==> config.mk <==
export PLATFORM = sky130hd
export DESIGN_NAME = isr_rotating_core
export DESIGN_NICKNAME = d
export VERILOG_FILES = /design/src/rtl/isr_rotating_core.sv
export SDC_FILE = /design/constraint.sdc
export NUM_CORES = 1
export LEC_CHECK = 0
export CORE_MARGIN = 1
export CORE_UTILIZATION = 52
export CTS_BUF_LIST = sky130_fd_sc_hd__clkbuf_4 sky130_fd_sc_hd__clkbuf_8 sky130_fd_sc_hd__clkbuf_16
export DETAILED_ROUTE_END_ITERATION = 8
export GPL_TIMING_DRIVEN = 0
export PLACE_DENSITY = 0.91
export SYNTH_ARGS = -nofsm -noshare
export SYNTH_HDL_FRONTEND = slang
export SYNTH_SLANG_ARGS = --single-unit
export TNS_END_PERCENT = 30
==> constraint.sdc <==
create_clock -name clock -period 4.5 [get_ports clock]
set_input_delay 0.9 -clock clock [delete_from_list [all_inputs] [get_ports clock]]
set_output_delay 0.9 -clock clock [all_outputs]
set_load 0.01 [all_outputs]
==> src/rtl/isr_rotating_core.sv <==
// rtl/isr_rotating_core.sv - in-service register with rotating priority and EOI retirement
module isr_rotating_core #(
    parameter int NUM_IRQ = 8,
    parameter int LEVEL_W = 3
) (
    input  logic               clock,
    input  logic               reset_n,
    input  logic               latch_in_service,
    input  logic [NUM_IRQ-1:0] interrupt,
    input  logic [1:0]         eoi_cmd,
    input  logic [LEVEL_W-1:0] eoi_level,
    input  logic               rotate_on_eoi,
    input  logic               set_priority,
    input  logic [LEVEL_W-1:0] priority_level,
    input  logic               auto_eoi_mode,
    input  logic               end_of_ack,
    input  logic               special_mask_mode,
    input  logic [NUM_IRQ-1:0] interrupt_special_mask,
    output logic [NUM_IRQ-1:0] in_service_register,
    output logic [LEVEL_W-1:0] lowest_priority,
    output logic [NUM_IRQ-1:0] highest_level_in_service,
    output logic [LEVEL_W-1:0] highest_level_id,
    output logic               in_service_valid
);

    localparam logic [NUM_IRQ-1:0] ONE = {{(NUM_IRQ-1){1'b0}}, 1'b1};

    logic [NUM_IRQ-1:0] r_isr;
    logic [NUM_IRQ-1:0] r_last_latched;
    logic [LEVEL_W-1:0] r_lowest;

    logic [NUM_IRQ-1:0] w_search;
    logic [NUM_IRQ-1:0] w_highest;
    logic [LEVEL_W-1:0] w_highest_id;
    logic [LEVEL_W-1:0] w_pos;
    logic               w_found;
    logic [LEVEL_W-1:0] w_ll_low;
    logic               w_ns_fire;
    logic               w_spec_fire;
    logic               w_auto_fire;
    logic [NUM_IRQ-1:0] w_clear;
    logic [NUM_IRQ-1:0] w_isr_next;
    logic [NUM_IRQ-1:0] w_ll_next;
    logic [LEVEL_W-1:0] w_lowest_next;

    // Special mask hides levels from the search but never from the ISR itself
    always_comb begin
        w_search = special_mask_mode ? (r_isr & ~interrupt_special_mask) : r_isr;
    end

    // Walk levels starting just above the rotation pointer; index wraps by truncation
    always_comb begin
        w_highest    = '0;
        w_highest_id = '0;
        w_found      = 1'b0;
        w_pos        = '0;
        for (int k = 0; k < NUM_IRQ; k++) begin
            w_pos = r_lowest + LEVEL_W'(k + 1);
            if (!w_found && w_search[w_pos]) begin
                w_highest[w_pos] = 1'b1;
                w_highest_id     = w_pos;
                w_found          = 1'b1;
            end
        end
    end

    // Lowest set bit of the auto-EOI candidate, used as its rotation target
    always_comb begin
        w_ll_low = '0;
        for (int k = NUM_IRQ - 1; k >= 0; k--) begin
            if (r_last_latched[k]) begin
                w_ll_low = LEVEL_W'(k);
            end
        end
    end

    // Union of EOI clears, new latches on top, and the rotation pointer update
    always_comb begin
        w_ns_fire   = (eoi_cmd == 2'b01) && w_found;
        w_spec_fire = (eoi_cmd == 2'b10);
        // An empty auto-EOI candidate means there is nothing to retire or rotate to
        w_auto_fire = auto_eoi_mode && end_of_ack && (|r_last_latched);

        w_clear = '0;
        if (w_ns_fire) begin
            w_clear = w_clear | w_highest;
        end
        if (w_spec_fire) begin
            w_clear = w_clear | (ONE << eoi_level);
        end
        if (w_auto_fire) begin
            w_clear = w_clear | r_last_latched;
        end

        w_isr_next = (r_isr & ~w_clear) | (latch_in_service ? interrupt : '0);

        w_ll_next = r_last_latched;
        if (latch_in_service) begin
            w_ll_next = interrupt;
        end else if (w_auto_fire) begin
            w_ll_next = '0;
        end

        w_lowest_next = r_lowest;
        if (set_priority) begin
            w_lowest_next = priority_level;
        end else if (rotate_on_eoi) begin
            if (w_ns_fire) begin
                w_lowest_next = w_highest_id;
            end else if (w_spec_fire) begin
                w_lowest_next = eoi_level;
            end else if (w_auto_fire) begin
                w_lowest_next = w_ll_low;
            end
        end
    end

    // State registers; reset leaves level 0 as highest priority
    always_ff @(posedge clock or negedge reset_n) begin
        if (!reset_n) begin
            r_isr          <= '0;
            r_last_latched <= '0;
            r_lowest       <= LEVEL_W'(NUM_IRQ - 1);
        end else begin
            r_isr          <= w_isr_next;
            r_last_latched <= w_ll_next;
            r_lowest       <= w_lowest_next;
        end
    end

    assign in_service_register      = r_isr;
    assign lowest_priority          = r_lowest;
    assign highest_level_in_service = w_highest;
    assign highest_level_id         = w_highest_id;
    assign in_service_valid         = w_found;

endmodule

[After elaboration in Yosys (flattened, before gate mapping)]
Cells that the tools add are included.
Storage, ports and cells
  memories kept: 0
  memory bits (read-only): 0
  bits in latches: 0
  bits in writable memories: 0
  register bits after elaboration: 19
Operators by class
  divide/modulo/power cells: 0
  bitwise operators: 14
  $mul: 0
  equality and inequality tests: 2
  magnitude comparators: 16
  reduce and logical (&&, ||, !) cells: 30
  add/sub/neg operators: 7
  multiplexer cells: 76
  shift-type cells: 1
Operator list (number)
  2-to-1 mux 8 bit: 15
  bitwise OR 8 bit: 10
  2-to-1 mux 3 bit: 21
  less-than comparator 3 x 4 -> 1 bit (second input constant): 8
  binary-select mux 1 bit (select 3 bit): 8
  demux 1 bit (select 3 bit): 8
  greater-or-equal comparator 3 x 1 -> 1 bit (second input constant): 8
  2-to-1 mux 1 bit: 24
  logical AND 1 bit: 18
  bitwise AND 8 bit: 2
  NOT 8 bit: 2
  adder 3 bit (second input constant): 4
  OR reduction 8 bit: 1
  << shifter 1 x 3 -> 8 bit (first input constant): 1
  logical NOT 1 bit: 7
  adder 3 x 2 -> 3 bit (second input constant): 2
  nonzero test 2 bit: 2
  nonzero test 4 bit: 1
  adder 3 x 1 -> 3 bit (second input constant): 1
  equality test 2 x 1 -> 1 bit (second input constant): 1
  equality test 2 bit (second input constant): 1
  AND reduction 2 bit: 1

[Depth between registers and ports, before layout]
  depth in word-level cells: 36
  mapped depth: 12

[Least setup slack after synthesis]
No wires, ideal clock.
  kind: input to output
  start point: input port special_mask_mode
  end point: output port highest_level_in_service[2]
  cell stages on the path: 9
  setup slack: 0.386 ns
  path buffers: 1
  arrival time: 3.214 ns
  data required time: 3.600 ns
  cells stage by stage: a21boi_1 mux2_4 mux4_2 or4_1 buf_2 nor3_4 nand2_1 and3_1 a21oi_1
Between the ends
  word-level cells in the longest chain between the ends: 25
  elaborated cells between the ends (all ways): 53
  classes of those cells: mux (32); bitwise (7); reduce/logical (14)
Ends and longest elaborated chain
  start: declaration: line 17  | input logic special_mask_mode,
  2-to-1 mux 8 bit (*): line 48  | w_search = special_mask_mode ? (r_isr & ~interrupt_special_mask) : r_isr;
  binary-select mux 1 bit (select 3 bit): line 59  | if (!w_found && w_search[w_pos]) begin
  2-to-1 mux 1 bit (implied by the code): line 59
  2-to-1 mux 1 bit: line 59
  logical NOT 1 bit: line 59
  logical AND 1 bit: line 59
  2-to-1 mux 1 bit: line 59
  logical NOT 1 bit: line 59
  (+9 left out)
  logical AND 1 bit: line 59
  2-to-1 mux 1 bit: line 59
  logical NOT 1 bit: line 59
  logical AND 1 bit: line 59
  2-to-1 mux 1 bit: line 59
  logical NOT 1 bit: line 59
  logical AND 1 bit: line 59
  2-to-1 mux 8 bit (*): line 59
  end: declaration: line 21  | output logic [NUM_IRQ-1:0] highest_level_in_service,
Mark *: on every way between the ends. The rest lies on a longest branch, timed or not. The select of a mux whose other input is x is not followed.

[Final worst setup path]
  start point: register r_lowest[0], in the netlist lowest_priority[0]
  end point: output port highest_level_id[0]
Between the ends
  word-level cells in the longest chain between the ends: 25
  elaborated cells between the ends (all ways): 52
  classes of those cells: add/sub (7); mux (31); reduce/logical (14)
Ends and longest elaborated chain
  start: declaration: line 30  | logic [LEVEL_W-1:0] r_lowest;
  start signal: assignment: line 123  | r_lowest <= LEVEL_W'(NUM_IRQ - 1);
  start signal: assignment: line 127  | r_lowest <= w_lowest_next;
  adder 3 x 1 -> 3 bit: line 58  | w_pos = r_lowest + LEVEL_W'(k + 1);
  binary-select mux 1 bit (select 3 bit): line 59
  2-to-1 mux 1 bit (implied by the code): line 59
  2-to-1 mux 1 bit: line 59
  logical NOT 1 bit: line 59
  logical AND 1 bit: line 59
  2-to-1 mux 1 bit: line 59
  logical NOT 1 bit: line 59
  (+9 left out)
  logical AND 1 bit: line 59
  2-to-1 mux 1 bit: line 59
  logical NOT 1 bit: line 59
  logical AND 1 bit: line 59
  2-to-1 mux 1 bit: line 59
  logical NOT 1 bit: line 59
  logical AND 1 bit: line 59
  2-to-1 mux 3 bit (*): line 59
  end: declaration: line 22  | output logic [LEVEL_W-1:0] highest_level_id,
Marked as above.

==> impl_metrics.env <==
export IMPL_cp_start_kind="register"
export IMPL_swShare_pct=47.9
export IMPL_instances_no_fill=439
export IMPL_wirelength_mm=9.81
export IMPL_yosys_area_share_simple_pct=24.0
export IMPL_io_buffers=54
export IMPL_p_int_uw=909
export IMPL_pwr_share_clk_pct=7.2
export IMPL_yosys_area_top_type="dfrtp_1"
export IMPL_cts_tree="yes"
export IMPL_syn_area_per_cell_um2=8.31
export IMPL_vdd_drop_max_v=0.000282
export IMPL_seq_area_frac_synth_pct=19.6
export IMPL_dpl_hpwl_mm=6.78
export IMPL_ys_flop_type="dfrtp_1"
export IMPL_syn_cell_area_um2=2440
export IMPL_crit_type="register to primary output"
export IMPL_skew_ns=0.00648
export IMPL_path_buf_inv=4
export IMPL_cp_top_family="buffers and inverters"
export IMPL_crit_top_cell="buf_4"
export IMPL_antenna_found_initial=0
export IMPL_rows=24
export IMPL_drtIter0Drc=340
export IMPL_final_min_clock_period_ns=4.59
export IMPL_status="complete, but fails checks"
export IMPL_worstPathCellList="inv_2 -> buf_4 -> ha_4 -> xnor2_4 -> buf_4 -> mux4_1 -> nand4_1 -> a21oi_1 -> a2111oi_2 -> nor2_1 -> dlygate4sd2_1"
export IMPL_htreeDepth=1
export IMPL_vias_per_cell=7.06
export IMPL_core_um2=4440
export IMPL_clk_path_buf_depth=2
export IMPL_setup_slack_ns=-0.0873
export IMPL_gp_congestion=0.963
export IMPL_crit_required_ns=3.60
export IMPL_drive_gt1_share_pct=30.2
export IMPL_syn_to_final_growth_pct=45.9
export IMPL_dieWidth_um=70.6
export IMPL_synthCells=294
export IMPL_drc_errors=0
export IMPL_busiest_layer="met2"
export IMPL_drt_pre_antenna_iters=5
export IMPL_violations="negative setup slack"
export IMPL_grt_pass1_vias=2942
export IMPL_initial_utilization_pct=55.0
export IMPL_fp_dieH_um=70.6
export IMPL_use_met1_pct=51.3
export IMPL_synthTopCellsByArea="dfrtp_1 16%, mux4_2 8.3%, nand2_1 6.9%"
export IMPL_grt_pass1_wl_mm=14.9
export IMPL_rsz0062_at_grt="true"
export IMPL_synth_top_area_share_pct=16.4
export IMPL_grt_max_degree=20
export IMPL_critPathMaxStageDelay_ns=0.60
export IMPL_hold_viol_final=0
export IMPL_wl_per_cell_um=22.4
export IMPL_syn_nets=332
export IMPL_p_per_area_nw_per_um2=490
export IMPL_finalSetupViolations=1
export IMPL_gr_usage_met2_pct=63.6
export IMPL_power_frac_seq_pct=14.0
export IMPL_cts_root_buf="clkbuf_8"
export IMPL_grt_usage_pct=38.6
export IMPL_p_leak_nw=1.49
export IMPL_synthMuxAreaShare_pct=20.7
export IMPL_synth_fa_ha_area_share_pct=3.07
export IMPL_synth_top_family_by_area="compound AO/OA/AOI/OAI gates"
export IMPL_grt_ovfl_total=0
export IMPL_hold_class="register to register"
export IMPL_synth_edff_count=0
export IMPL_dp_cells=400
export IMPL_cts_hold_buf=0
export IMPL_clkTransAtPathRegs_ns=0.08
export IMPL_p_switching_uw=837
export IMPL_finalCritPeriodShare_pct=102
export IMPL_synthXorXnorAreaFrac_pct=1.43
export IMPL_async_flop_share_pct=100
export IMPL_synth_distinct_cells=69
export IMPL_slew_headroom_pct=39.8
export IMPL_fin_nets=426
export IMPL_yosysMostFrequentCell="nand2_1"
export IMPL_synth_commonest_cells="45 x nand2_1, 28 x nor2_1, 21 x a21oi_1"
export IMPL_io_pins=55
export IMPL_clock_sinks=19
export IMPL_die_area_um2=4980
export IMPL_crit_fanout=10
export IMPL_fmax_mhz=218
export IMPL_drtAntennaViolNets=0
export IMPL_numCtsBuffers=3
export IMPL_synth_compound_area_share_pct=27.9
export IMPL_crit_slowest_cell="mux4_1"
export IMPL_worstMarginPinSlew_ns=0.900
export IMPL_cap_violations=0
export IMPL_worst_ep_arrival_time_ns=3.69
export IMPL_n_antenna_cell=0
export IMPL_synth_warnings=0
export IMPL_clkLatencyLatePin_ns=0.26
export IMPL_routed_via_count=3100
export IMPL_drv_slew=0
export IMPL_synth_seq_cells=19
export IMPL_grt_use_met3_pct=6.98
export IMPL_combPwrFrac_pct=78.8
export IMPL_hold_slack_ns=0.572
export IMPL_endpoint_kind="primary output"
through the flow:
step	util (%)	setup slack, ns	setup TNS [ns]	power (mW)	cell area (um2)
6_report	80.2	-0.0873	-0.0873	1.75	3570
5_1_grt	80.2	-0.138	-0.283	1.81	3570
4_1_cts	78.0	0.00200	0	1.60	3470
3_5_place_dp	68.6	-1.14	-10.68	1.27	3050
3_3_place_gp	68.6	-1.11	-10.19	1.27	3050
2_1_floorplan	-	0.386	0	0.900	2440
cells in the final DEF, fill, tap and decap left out, types with 5 or more instances in the layout:
cell type,n
mux4_2,9
dfrtp_1,16
a21oi_1,20
nor2_1,25
buf_4,37
mux2i_1,13
clkdlybuf4s50_1,34
clkbuf_1,6
buf_2,6
a21boi_2,7
o21ai_0,12
mux2_4,9
nand3_1,5
nand2b_1,7
nand2_1,44
nor3_1,5
a31oi_1,5
dlygate4sd2_1,7
power groups by stage:
stage	Combinational [mW]	Sequential, mW	Clock [mW]
final	1.38	0.245	0.125
after global routing	1.43	0.247	0.134
after CTS	1.23	0.242	0.126
after detailed placement	1.02	0.246	0
after global placement	1.02	0.246	0
after floorplan	0.659	0.240	0
per-layer routing:
metal | vias up | share of wire (%)
li1 | 1339 | -
met1 | 1431 | 37
met2 | 273 | 46
met3 | 57 | 12
met4 | 0 | 4.3
met5 | - | 0
final timing paths:
| check | startpoint | end | slack [ns] | depth (start not counted) |
|---|---|---|---|---|
| min | r_last_latched[4]$_DFFE_PN0P_ | r_last_latched[4]$_DFFE_PN0P_ | 0.57 | 2 |
| max | lowest_priority[0]$_DFFE_PN1P_ | highest_level_id[0] | -0.09 | 11 |
| max reg2reg | lowest_priority[0]$_DFFE_PN1P_ | lowest_priority[2]$_DFFE_PN1P_ | 0.97 | 10 |
| max in group asynchronous | reset_n | in_service_register[6]$_DFF_PN0_ | 2.81 | 1 |
| min reg2reg | r_last_latched[4]$_DFFE_PN0P_ | r_last_latched[4]$_DFFE_PN0P_ | 0.57 | 2 |
| min in group asynchronous | reset_n | in_service_register[4]$_DFF_PN0_ | 1.14 | 1 |
layout make-up:
class	instances	area [um2]
timing repair buffer	91	793
clock inverter	1	7.51
multi-input combinational	258	2100
sequential	19	479
clock buffer	3	41.3
fill	301	878
inverter	4	15.0
tap	52	65.1
buffer	11	65.1
worst reg2reg max path, cell delays in order, from the launching register on:
cell and delay (ns):
dfstp_2 0.58, inv_2 0.12, buf_4 0.22, ha_4 0.28, clkbuf_2 0.21, or3_2 0.51
a21boi_0 0.36, a41oi_1 0.43, clkbuf_1 0.37, o311ai_1 0.19, o2111ai_1 0.18
registers in the layout (all words and copies together) (netlist names):
signal               cells
r_last_latched           8
in_service_register      8
lowest_priority          3
what timing repair did:
item	CTS	global route
resized for setup	90	23
setup endpoints to repair	12	10
cloned	0	0
pin swaps	16	9
buffers inserted	32	5
kinds of logic (layout without fill, tap and decap cells):
kind of cell | Yosys count | after routing
compound gates | 95 | 95
fa+ha+maj | 6 | 6
flops | 19 | 19
buf+inv | 17 | 110
xor+xnor | 4 | 4
mux | 34 | 34
simple gates | 119 | 119
No activity file was read; power rests on OpenSTA's default activity.
